### config.mk
export PLATFORM = sky130hd
export DESIGN_NAME = am_error_monitor_flat
export DESIGN_NICKNAME = d
export VERILOG_FILES = /design/src/rtl/am_eval_pkg.sv /design/src/rtl/am_error_monitor_if.sv /design/src/rtl/am_abs_diff.sv /design/src/rtl/am_error_monitor.sv /design/src/flat_wrapper.sv
export SDC_FILE = /design/constraint.sdc
export NUM_CORES = 1
export LEC_CHECK = 0
export BUFFER_PORTS_ARGS = -buffer_cell sky130_fd_sc_hd__buf_4
export CAP_MARGIN = 20
export CORE_MARGIN = 10
export CORE_UTILIZATION = 25
export DETAILED_ROUTE_END_ITERATION = 10
export PLACE_DENSITY = 0.47
export RECOVER_POWER = 50
export SLEW_MARGIN = 40
export SYNTH_ARGS = -nofsm -noshare
export SYNTH_HDL_FRONTEND = slang
export SYNTH_SLANG_ARGS = --single-unit
### constraint.sdc
create_clock -name clk -period 7 [get_ports clk]
set_input_delay 0.7 -clock clk [delete_from_list [all_inputs] [get_ports clk]]
set_output_delay 0.7 -clock clk [all_outputs]
set_load 0.05 [all_outputs]
### src/rtl/am_eval_pkg.sv
// Shared types and widths for the approximate-multiplier error monitor.
// Holds the FSM state encoding and the per-sample stage-1 result record.
package am_eval_pkg;

  localparam int OPER_W = 8;
  localparam int PROD_W = 16;

  typedef enum logic [1:0] {
    IDLE  = 2'd0,
    RUN   = 2'd1,
    DRAIN = 2'd2,
    DONE  = 2'd3
  } state_e;

  // Stage-1 result for one sample; sdiff is z_approx - exact product.
  typedef struct packed {
    logic [PROD_W-1:0]        prod;
    logic [PROD_W-1:0]        abs_diff;
    logic signed [PROD_W:0]   sdiff;
  } diff_t;

endpackage

### src/rtl/am_error_monitor_if.sv
// Sample stream between the stimulus source and the error monitor:
// operands, the approximate product, and a valid/ready handshake.
interface am_error_monitor_if;
  import am_eval_pkg::*;

  logic              in_valid;
  logic              in_ready;
  logic [OPER_W-1:0] x;
  logic [OPER_W-1:0] y;
  logic [PROD_W-1:0] z_approx;

  modport master (output in_valid, x, y, z_approx, input in_ready);
  modport slave  (input in_valid, x, y, z_approx, output in_ready);

endinterface

### src/rtl/am_abs_diff.sv
// Stage-1 datapath: exact product of x and y, the signed error of the
// approximate product against it, and the error magnitude.
module am_abs_diff
  import am_eval_pkg::*;
(
  input  logic [OPER_W-1:0] x,
  input  logic [OPER_W-1:0] y,
  input  logic [PROD_W-1:0] z_approx,
  output diff_t             res
);

  logic [PROD_W-1:0]      prod;
  logic signed [PROD_W:0] sdiff;
  logic [PROD_W:0]        neg_sdiff;

  always_comb begin
    prod      = PROD_W'(x) * PROD_W'(y);
    sdiff     = $signed({1'b0, z_approx}) - $signed({1'b0, prod});
    neg_sdiff = -sdiff;
    res.prod     = prod;
    res.sdiff    = sdiff;
    // Magnitude never exceeds 65535, so the top bit of the negation is dropped.
    res.abs_diff = sdiff[PROD_W] ? neg_sdiff[PROD_W-1:0] : sdiff[PROD_W-1:0];
  end

endmodule

### src/rtl/am_error_monitor.sv
// Accumulates error statistics of an approximate 8x8 multiplier over a run
// of 2^LOG2_SAMPLES samples: capture, stage-1 difference, stage-2 accumulate.
module am_error_monitor
  import am_eval_pkg::*;
#(
  parameter int LOG2_SAMPLES = 16
) (
  input  logic                            clk,
  input  logic                            rst_n,
  input  logic                            start,
  am_error_monitor_if.slave               smp,
  output logic                            busy,
  output logic                            done,
  output logic [16+LOG2_SAMPLES-1:0]      sum_ed,
  output logic signed [17+LOG2_SAMPLES-1:0] sum_bias,
  output logic [PROD_W-1:0]               max_ed,
  output logic [LOG2_SAMPLES:0]           err_cnt
);

  localparam int ED_W   = PROD_W + LOG2_SAMPLES;
  localparam int BIAS_W = PROD_W + 1 + LOG2_SAMPLES;
  localparam int CNT_W  = LOG2_SAMPLES + 1;
  localparam logic [CNT_W-1:0] N_SAMPLES = CNT_W'(1) << LOG2_SAMPLES;

  state_e              state_q, state_d;
  logic                drain_q, drain_d;
  logic [CNT_W-1:0]    cnt_q, cnt_d;

  logic                s0_valid_q, s0_valid_d;
  logic [OPER_W-1:0]   s0_x_q, s0_x_d;
  logic [OPER_W-1:0]   s0_y_q, s0_y_d;
  logic [PROD_W-1:0]   s0_z_q, s0_z_d;

  logic                s1_valid_q, s1_valid_d;
  diff_t               s1_q, s1_d;
  diff_t               s1_res;

  logic [ED_W-1:0]     sum_ed_q, sum_ed_d;
  logic [BIAS_W-1:0]   sum_bias_q, sum_bias_d;
  logic [PROD_W-1:0]   max_ed_q, max_ed_d;
  logic [CNT_W-1:0]    err_cnt_q, err_cnt_d;

  logic                in_ready;
  logic                accept;
  logic                clear;

  assign in_ready     = (state_q == RUN) && (cnt_q < N_SAMPLES);
  assign smp.in_ready = in_ready;
  assign accept       = smp.in_valid && in_ready;

  assign busy     = (state_q == RUN) || (state_q == DRAIN);
  assign done     = (state_q == DONE);
  assign sum_ed   = sum_ed_q;
  assign sum_bias = $signed(sum_bias_q);
  assign max_ed   = max_ed_q;
  assign err_cnt  = err_cnt_q;

  am_abs_diff u_abs_diff (
    .x        (s0_x_q),
    .y        (s0_y_q),
    .z_approx (s0_z_q),
    .res      (s1_res)
  );

  always_comb begin
    // NOTE: every _d takes its held value first, so no path leaves a latch.
    state_d    = state_q;
    drain_d    = drain_q;
    cnt_d      = cnt_q;
    clear      = 1'b0;
    s0_valid_d = accept;
    s0_x_d     = s0_x_q;
    s0_y_d     = s0_y_q;
    s0_z_d     = s0_z_q;
    s1_valid_d = s0_valid_q;
    s1_d       = s1_q;
    sum_ed_d   = sum_ed_q;
    sum_bias_d = sum_bias_q;
    max_ed_d   = max_ed_q;
    err_cnt_d  = err_cnt_q;

    unique case (state_q)
      IDLE, DONE: begin
        if (start) begin
          state_d = RUN;
          clear   = 1'b1;
        end
      end
      RUN: begin
        if (accept && (cnt_q == N_SAMPLES - CNT_W'(1))) begin
          state_d = DRAIN;
          drain_d = 1'b0;
        end
      end
      DRAIN: begin
        // Two cycles flush the capture and stage-1 registers.
        drain_d = 1'b1;
        if (drain_q) state_d = DONE;
      end
      default: state_d = IDLE;
    endcase

    if (accept) begin
      cnt_d  = cnt_q + CNT_W'(1);
      s0_x_d = smp.x;
      s0_y_d = smp.y;
      s0_z_d = smp.z_approx;
    end

    if (s0_valid_q) s1_d = s1_res;

    if (s1_valid_q) begin
      sum_ed_d   = sum_ed_q + ED_W'(s1_q.abs_diff);
      sum_bias_d = sum_bias_q + {{(BIAS_W-PROD_W-1){s1_q.sdiff[PROD_W]}}, s1_q.sdiff};
      if (s1_q.abs_diff > max_ed_q) max_ed_d = s1_q.abs_diff;
      if (s1_q.abs_diff != '0)      err_cnt_d = err_cnt_q + CNT_W'(1);
    end

    if (clear) begin
      cnt_d      = '0;
      s0_valid_d = 1'b0;
      s1_valid_d = 1'b0;
      sum_ed_d   = '0;
      sum_bias_d = '0;
      max_ed_d   = '0;
      err_cnt_d  = '0;
    end
  end

  // NOTE: state registers use non-blocking assignments only; all decisions live above.
  always_ff @(posedge clk or negedge rst_n) begin
    if (!rst_n) begin
      state_q    <= IDLE;
      drain_q    <= 1'b0;
      cnt_q      <= '0;
      s0_valid_q <= 1'b0;
      s0_x_q     <= '0;
      s0_y_q     <= '0;
      s0_z_q     <= '0;
      s1_valid_q <= 1'b0;
      s1_q       <= '0;
      sum_ed_q   <= '0;
      sum_bias_q <= '0;
      max_ed_q   <= '0;
      err_cnt_q  <= '0;
    end else begin
      state_q    <= state_d;
      drain_q    <= drain_d;
      cnt_q      <= cnt_d;
      s0_valid_q <= s0_valid_d;
      s0_x_q     <= s0_x_d;
      s0_y_q     <= s0_y_d;
      s0_z_q     <= s0_z_d;
      s1_valid_q <= s1_valid_d;
      s1_q       <= s1_d;
      sum_ed_q   <= sum_ed_d;
      sum_bias_q <= sum_bias_d;
      max_ed_q   <= max_ed_d;
      err_cnt_q  <= err_cnt_d;
    end
  end

endmodule

### src/flat_wrapper.sv
// flat-port wrapper written by rule: the top's interface ports become plain ports
module am_error_monitor_flat import am_eval_pkg::*;
#(
  parameter int LOG2_SAMPLES = 16
)
  (clk, rst_n, start, busy, done, sum_ed, sum_bias, max_ed, err_cnt, smp_in_valid, smp_x, smp_y, smp_z_approx, smp_in_ready);
  am_error_monitor_if smp_i ();
  input  logic clk;
  input  logic rst_n;
  input  logic start;
  output logic busy;
  output logic done;
  output logic [16+LOG2_SAMPLES-1:0] sum_ed;
  output logic signed [17+LOG2_SAMPLES-1:0] sum_bias;
  output logic [PROD_W-1:0] max_ed;
  output logic [LOG2_SAMPLES:0] err_cnt;
  input wire logic [$bits(smp_i.in_valid)-1:0] smp_in_valid;
  input wire logic [$bits(smp_i.x)-1:0] smp_x;
  input wire logic [$bits(smp_i.y)-1:0] smp_y;
  input wire logic [$bits(smp_i.z_approx)-1:0] smp_z_approx;
  output wire logic [$bits(smp_i.in_ready)-1:0] smp_in_ready;
  assign smp_i.in_valid = smp_in_valid;
  assign smp_i.x = smp_x;
  assign smp_i.y = smp_y;
  assign smp_i.z_approx = smp_z_approx;
  assign smp_in_ready = smp_i.in_ready;
  am_error_monitor #(.LOG2_SAMPLES(LOG2_SAMPLES)) u_core (.clk(clk), .rst_n(rst_n), .start(start), .smp(smp_i), .busy(busy), .done(done), .sum_ed(sum_ed), .sum_bias(sum_bias), .max_ed(max_ed), .err_cnt(err_cnt));
endmodule
# == After elaboration in Yosys (flattened, before gate mapping) ==
# Cells that the tools add are included.
# totals
register_bits,185
inputBits,36
out_inout_bits,101
# op_classes
addsub,6
multipliers,1
n_lt_le_gt_ge,2
eq_ne,7
muxes,23
n_reduce_logical,16
# ops
cell,n
two-way mux 17 bit,5
two-way mux 33 bit,2
two-way mux 16 bit,4
two-way mux 32 bit,2
"adder 17 x 1 -> 17 bit, second input constant",2
adder 33 bit,1
adder 32 x 16 -> 32 bit,1
"equality test 17 x 16 -> 1 bit, second input constant",1
"less-than comparator 17 bit, second input constant",1
subtractor 16 x 16 -> 17 bit,1
> comparator 16 bit,1
multiplier 8 x 8 -> 16 bit,1
negation 16 bit,1
nonzero test 16 bit,1
nonzero test 2 bit,5
two-way mux 2 bit,3
case mux 2 bit (3 select lines),1
AND reduction 2 bit,3
two-way mux 1 bit,5
"equality test 2 bit, second input constant",2
"inequality test 2 bit, second input constant",2
logical AND 1 bit,3
AND reduction 3 bit,1
"equality test 2 x 1 -> 1 bit, second input constant",1
5 further kinds,5

# == Longest topological paths before layout ==
# logic_depth
word_depth,6
mapped_depth,20

# == Cells and area by module ==
# From an unflattened synthesis, not the netlist that was laid out.
# unflattened
cells_unflattened,1494
hier_area_um2,13730.7
# by_module_without_submodules
mod,instances,cells_per_inst,area_each_um2,seq_area_each_um2
am_error_monitor,1,1087,10410.0,4629.4
am_abs_diff,1,407,3320.7,0.0

# == Worst setup path before layout ==
# No wires, ideal clock.
# synth_timing
kind,register -> register
startpoint,reg u_core.s0_x_q[5]
endpoint,reg u_core.s1_q[29] (netlist name)
setup_ps,125
arrival_time_ps,5426
t_required_ps,6875
setup_slack_ps,1449
path_stages_with_launch,21
path_cell_list,dfrtp_1 > clkbuf_1 > and2_1 > fa_1 > inv_1 > fa_1 > fa_1 > inv_1 > fa_1 > inv_1 > ha_1 > buf_6 > nor3b_1 > a2111oi_2 > o311ai_1 > or2_4 > or4_4 > or4_4 > nand2_2 > xnor2_1 > mux2_4
# synth_via
elab_chain_len,4
# synth_lines
item,line_no,text
"start, declared",am_error_monitor.sv:30,"logic [OPER_W-1:0] s0_x_q, s0_x_d;"
"start signal, assigned",am_error_monitor.sv:137,s0_x_q <= '0;
"start signal, assigned",am_error_monitor.sv:151,s0_x_q <= s0_x_d;
multiplier 8 x 8 -> 16 bit (*),am_abs_diff.sv:17,prod = PROD_W'(x) * PROD_W'(y);
subtractor 16 x 16 -> 17 bit (*),am_abs_diff.sv:18,"sdiff = $signed({1'b0, z_approx}) - $signed({1'b0, prod});"
negation 16 bit,am_abs_diff.sv:19,neg_sdiff = -sdiff;
two-way mux 16 bit (*),am_abs_diff.sv:23,res.abs_diff = sdiff[PROD_W] ? neg_sdiff[PROD_W-1:0] : sdiff[PROD_W-1:0];
"end signal, assigned",am_error_monitor.sv:141,s1_q <= '0;
"end signal, assigned",am_error_monitor.sv:155,s1_q <= s1_d;
"end, declared",am_error_monitor.sv:35,"diff_t s1_q, s1_d;"
# Mark *: on every way between the ends. The rest lies on a longest branch, timed or not.
# A chain may end at the register's enable or synchronous reset.

# == Worst setup path in the final report ==
# layout_timing
startpoint,reg u_core.s0_x_q[5]
endpoint,reg u_core.s1_q[20] (netlist name)
# layout_via
elab_chain_len,3
# layout_lines
item,line_no
multiplier 8 x 8 -> 16 bit,am_abs_diff.sv:17
subtractor 16 x 16 -> 17 bit,am_abs_diff.sv:18
two-way mux 16 bit,am_abs_diff.sv:23
# No other way between the ends.

==> flow_summary.ini <==
[logic_synthesis]
syn_area_um2 = 13500
synth.avg_cell_area_um2 = 9.036
synth_fa_ha_area_share_pct = 17.94
ys_top_cells_by_area = dfrtp_1 (34%), ha_1 (10%), fa_1 (7.6%)
synth_top_family_by_area = simple AND/OR/NAND/NOR gates
synth_simple_gate_area_share_pct = 18.01
synth_edf_count = 0
ys_ff_latch = 184
synth_xor_xnor_area_share_pct = 6.886
synthDominantCellAreaShare_pct = 34.11
synthCells = 1494
ys_seq_area_share_pct = 34.11
synth_compound_area_share_pct = 13.29
yosys_warnings = 0
synth.distinct_cells = 77
yosysMostFrequentCell = dfrtp_1
synthMuxAreaShare_pct = 4.337
synthArstFlopShare_pct = 100.0
synth_area_leader_cell = dfrtp_1
ys_top_cells_by_count = dfrtp_1 (184), nand2_1 (165), nor2_1 (144)
syn_nets = 1693
ys.flop_type = dfrtp_1

[cts]
htree_levels = 4
clk_pin_slew_ns = 0.08
clockBufferDepth = 2
numCtsBuffers = 17
clock_latency_ns = 0.49
post_cts_buffers = 0
root_buffer = clkbuf_16
postCtsHoldBufs = 0
post_cts_resized = 0
numClockSinks = 184
cts_tree = done

[worst_setup_path]
rrSetupSlack_ns = 1.13
critical_path.max_fanout = 11
crit_path_end_kind = flip-flop
required_ns = 7.38
endpoint = u_core.s1_q[20]
cp-start-kind = flip-flop
critPathArrivalTime_ns = 6.25
critPathKind = reg -> reg
r2r-end = u_core.s1_q[20]
r2r_cells = 18
cp-startpoint = u_core.s0_x_q[5]
timing.rr.start = u_core.s0_x_q[5]

[sta]
skew_ns = 0.01397
finalHoldViolCount = 0
period_share_pct = 83.92
tns_ns = 0
max_freq_mhz = 170.2
fin_ws_ns = 1.126
finalSetupViolations = 0
period_minus_slack_ns = 5.874
rsz0062_at_grt = no
drv_slew = 190
tightestPinTransition_ns = 3.940
relSlewSlack_pct = -162.7

[placement]
numPortBuffers = 136
dp_hpwl_um = 27650
gp_congestion = 0.8069
dp_slack_ns = 1.124

[detailed_routing]
vias = 10570
drc = 0
wirelength_um = 36030
drt_iter0_drc = 516
wire_per_inst_um = 15.66
vias_per_cell = 4.595
drt-pass1-iter-count = 4
ant_nets = 0

[floorplan]
fp.dieH_um = 252.4
fp-row-count = 85
io_pins = 137
start_util_pct = 25.19
die_w_um = 252.4
coreArea_um2 = 53600
dieArea_um2 = 63700

[layout]
multiInputGateArea_um2 = 8185
fill_cells = 5757
fin_nets = 1791
drive_above_1_share_pct = 11.53
diodes = 0
seq_area_um2 = 4606
area_delta_synth_final_pct = 16.11

[global_routing]
overflow = 0
grt_pass1_wl_um = 59020
grt_pass1_vias = 10770
grt_usage_pct = 11.60
antenna_found_initial = 0
grt_max_degree = 71

[status]
status = complete, but fails checks
violations = max-capacitance violations, max-slew violations

[run]
maxCapViolations = 3

[min_path]
hp-class = in -> reg
-- critical path, cell delays in order (launching register included) --
cell	delay [ns]
dfrtp_1	0.48
and2_1	0.22
fa_1	0.50
inv_1	0.06
fa_1	0.50
fa_1	0.49
inv_1	0.05
fa_1	0.52
inv_1	0.04
ha_1	0.40
a21o_1	0.23
a221o_1	0.36
o211ai_1	0.25
a311oi_1	0.15
o21ai_2	0.30
xor2_1	0.63
or3_1	0.20
a21oi_1	0.06
a311o_1	0.31
-- worst min-delay path by stage --
| stage | from | to | slack (ns) | cells past startpoint |
|---|---|---|---|---|
| floorplan | rst_n | u_core.cnt_q[0] | 0.40 | 0 |
| global placement | u_core.drain_q | u_core.drain_q | 0.49 | 1 |
| detailed placement | u_core.drain_q | u_core.drain_q | 0.49 | 1 |
| CTS | rst_n | u_core.sum_ed[17] | 0.22 | 1 |
| global route | smp_z_approx[15] | u_core.s0_z_q[15] | 0.38 | 3 |
| finish | smp_z_approx[2] | u_core.s0_z_q[2] | 0.41 | 3 |
-- per-stage QoR --
stage,area [um^2],std cells,util [%],hold WS (ns)
global placement,15210,2269,28.38,0.4854
CTS,15800,2301,29.47,0.2247
floorplan,13500,1494,-,0.4044
finish,15680,2301,29.24,0.4060
detailed placement,15220,2269,28.40,0.4928
global route,15680,2301,29.24,0.3827
-- kinds of logic (layout without fill, tap and decap cells) --
family,count (synthesis),after routing
DFF,184,184
AOI/OAI and AO/OA,282,282
buffers and inverters,190,301
muxes,56,56
xor gates and xnor gates,104,104
and+or+nand+nor,515,515
adders and majority gates,163,163
-- sequential cells by signal (all words and copies together) (netlist names) --
signal and cells:
u_core.sum_bias 33, u_core.s1_q 32, u_core.sum_ed 32, u_core.cnt_q 17, u_core.err_cnt 17, u_core.max_ed 16, u_core.s0_z_q 16, u_core.s0_x_q 8
u_core.s0_y_q 8, u_core.state_q 2, u_core.drain_q 1, u_core.s0_valid_q 1, u_core.s1_valid_q 1
-- final cells by class --
type                    count  area share (%)
well taps                 696           5.556
flip-flops and latches    184           29.38
multi-input cells        1120           52.22
clock inverters            14          0.8541
clock buffers              18           2.802
repair buffers            144           6.194
inverters                 125           2.993
-- placed cells by master, fill, tap and decap left out, types with 42 or more instances in the layout --
cell       n
o21ai_0   63
a21oi_1   87
dfrtp_1  183
fa_1      51
inv_1    124
nand2_1  165
xnor2_1   61
buf_4    114
xor2_1    42
ha_1     112
nand3_1   44
nor2_1   143
-- routing by layer --
| metal | vias up | routed length, um | GRT usage [%] |
|---|---|---|---|
| li1 | 5296 | - | - |
| met1 | 5107 | 17550 | 15.19 |
| met2 | 138 | 16600 | 18.60 |
| met3 | 31 | 1372 | 2.889 |
| met4 | 0 | 511 | 3.202 |
| met5 | - | 0 | 0 |
Power is not shown: default switching activity piles up to over one toggle a cycle in this logic, so the estimate is an artifact.
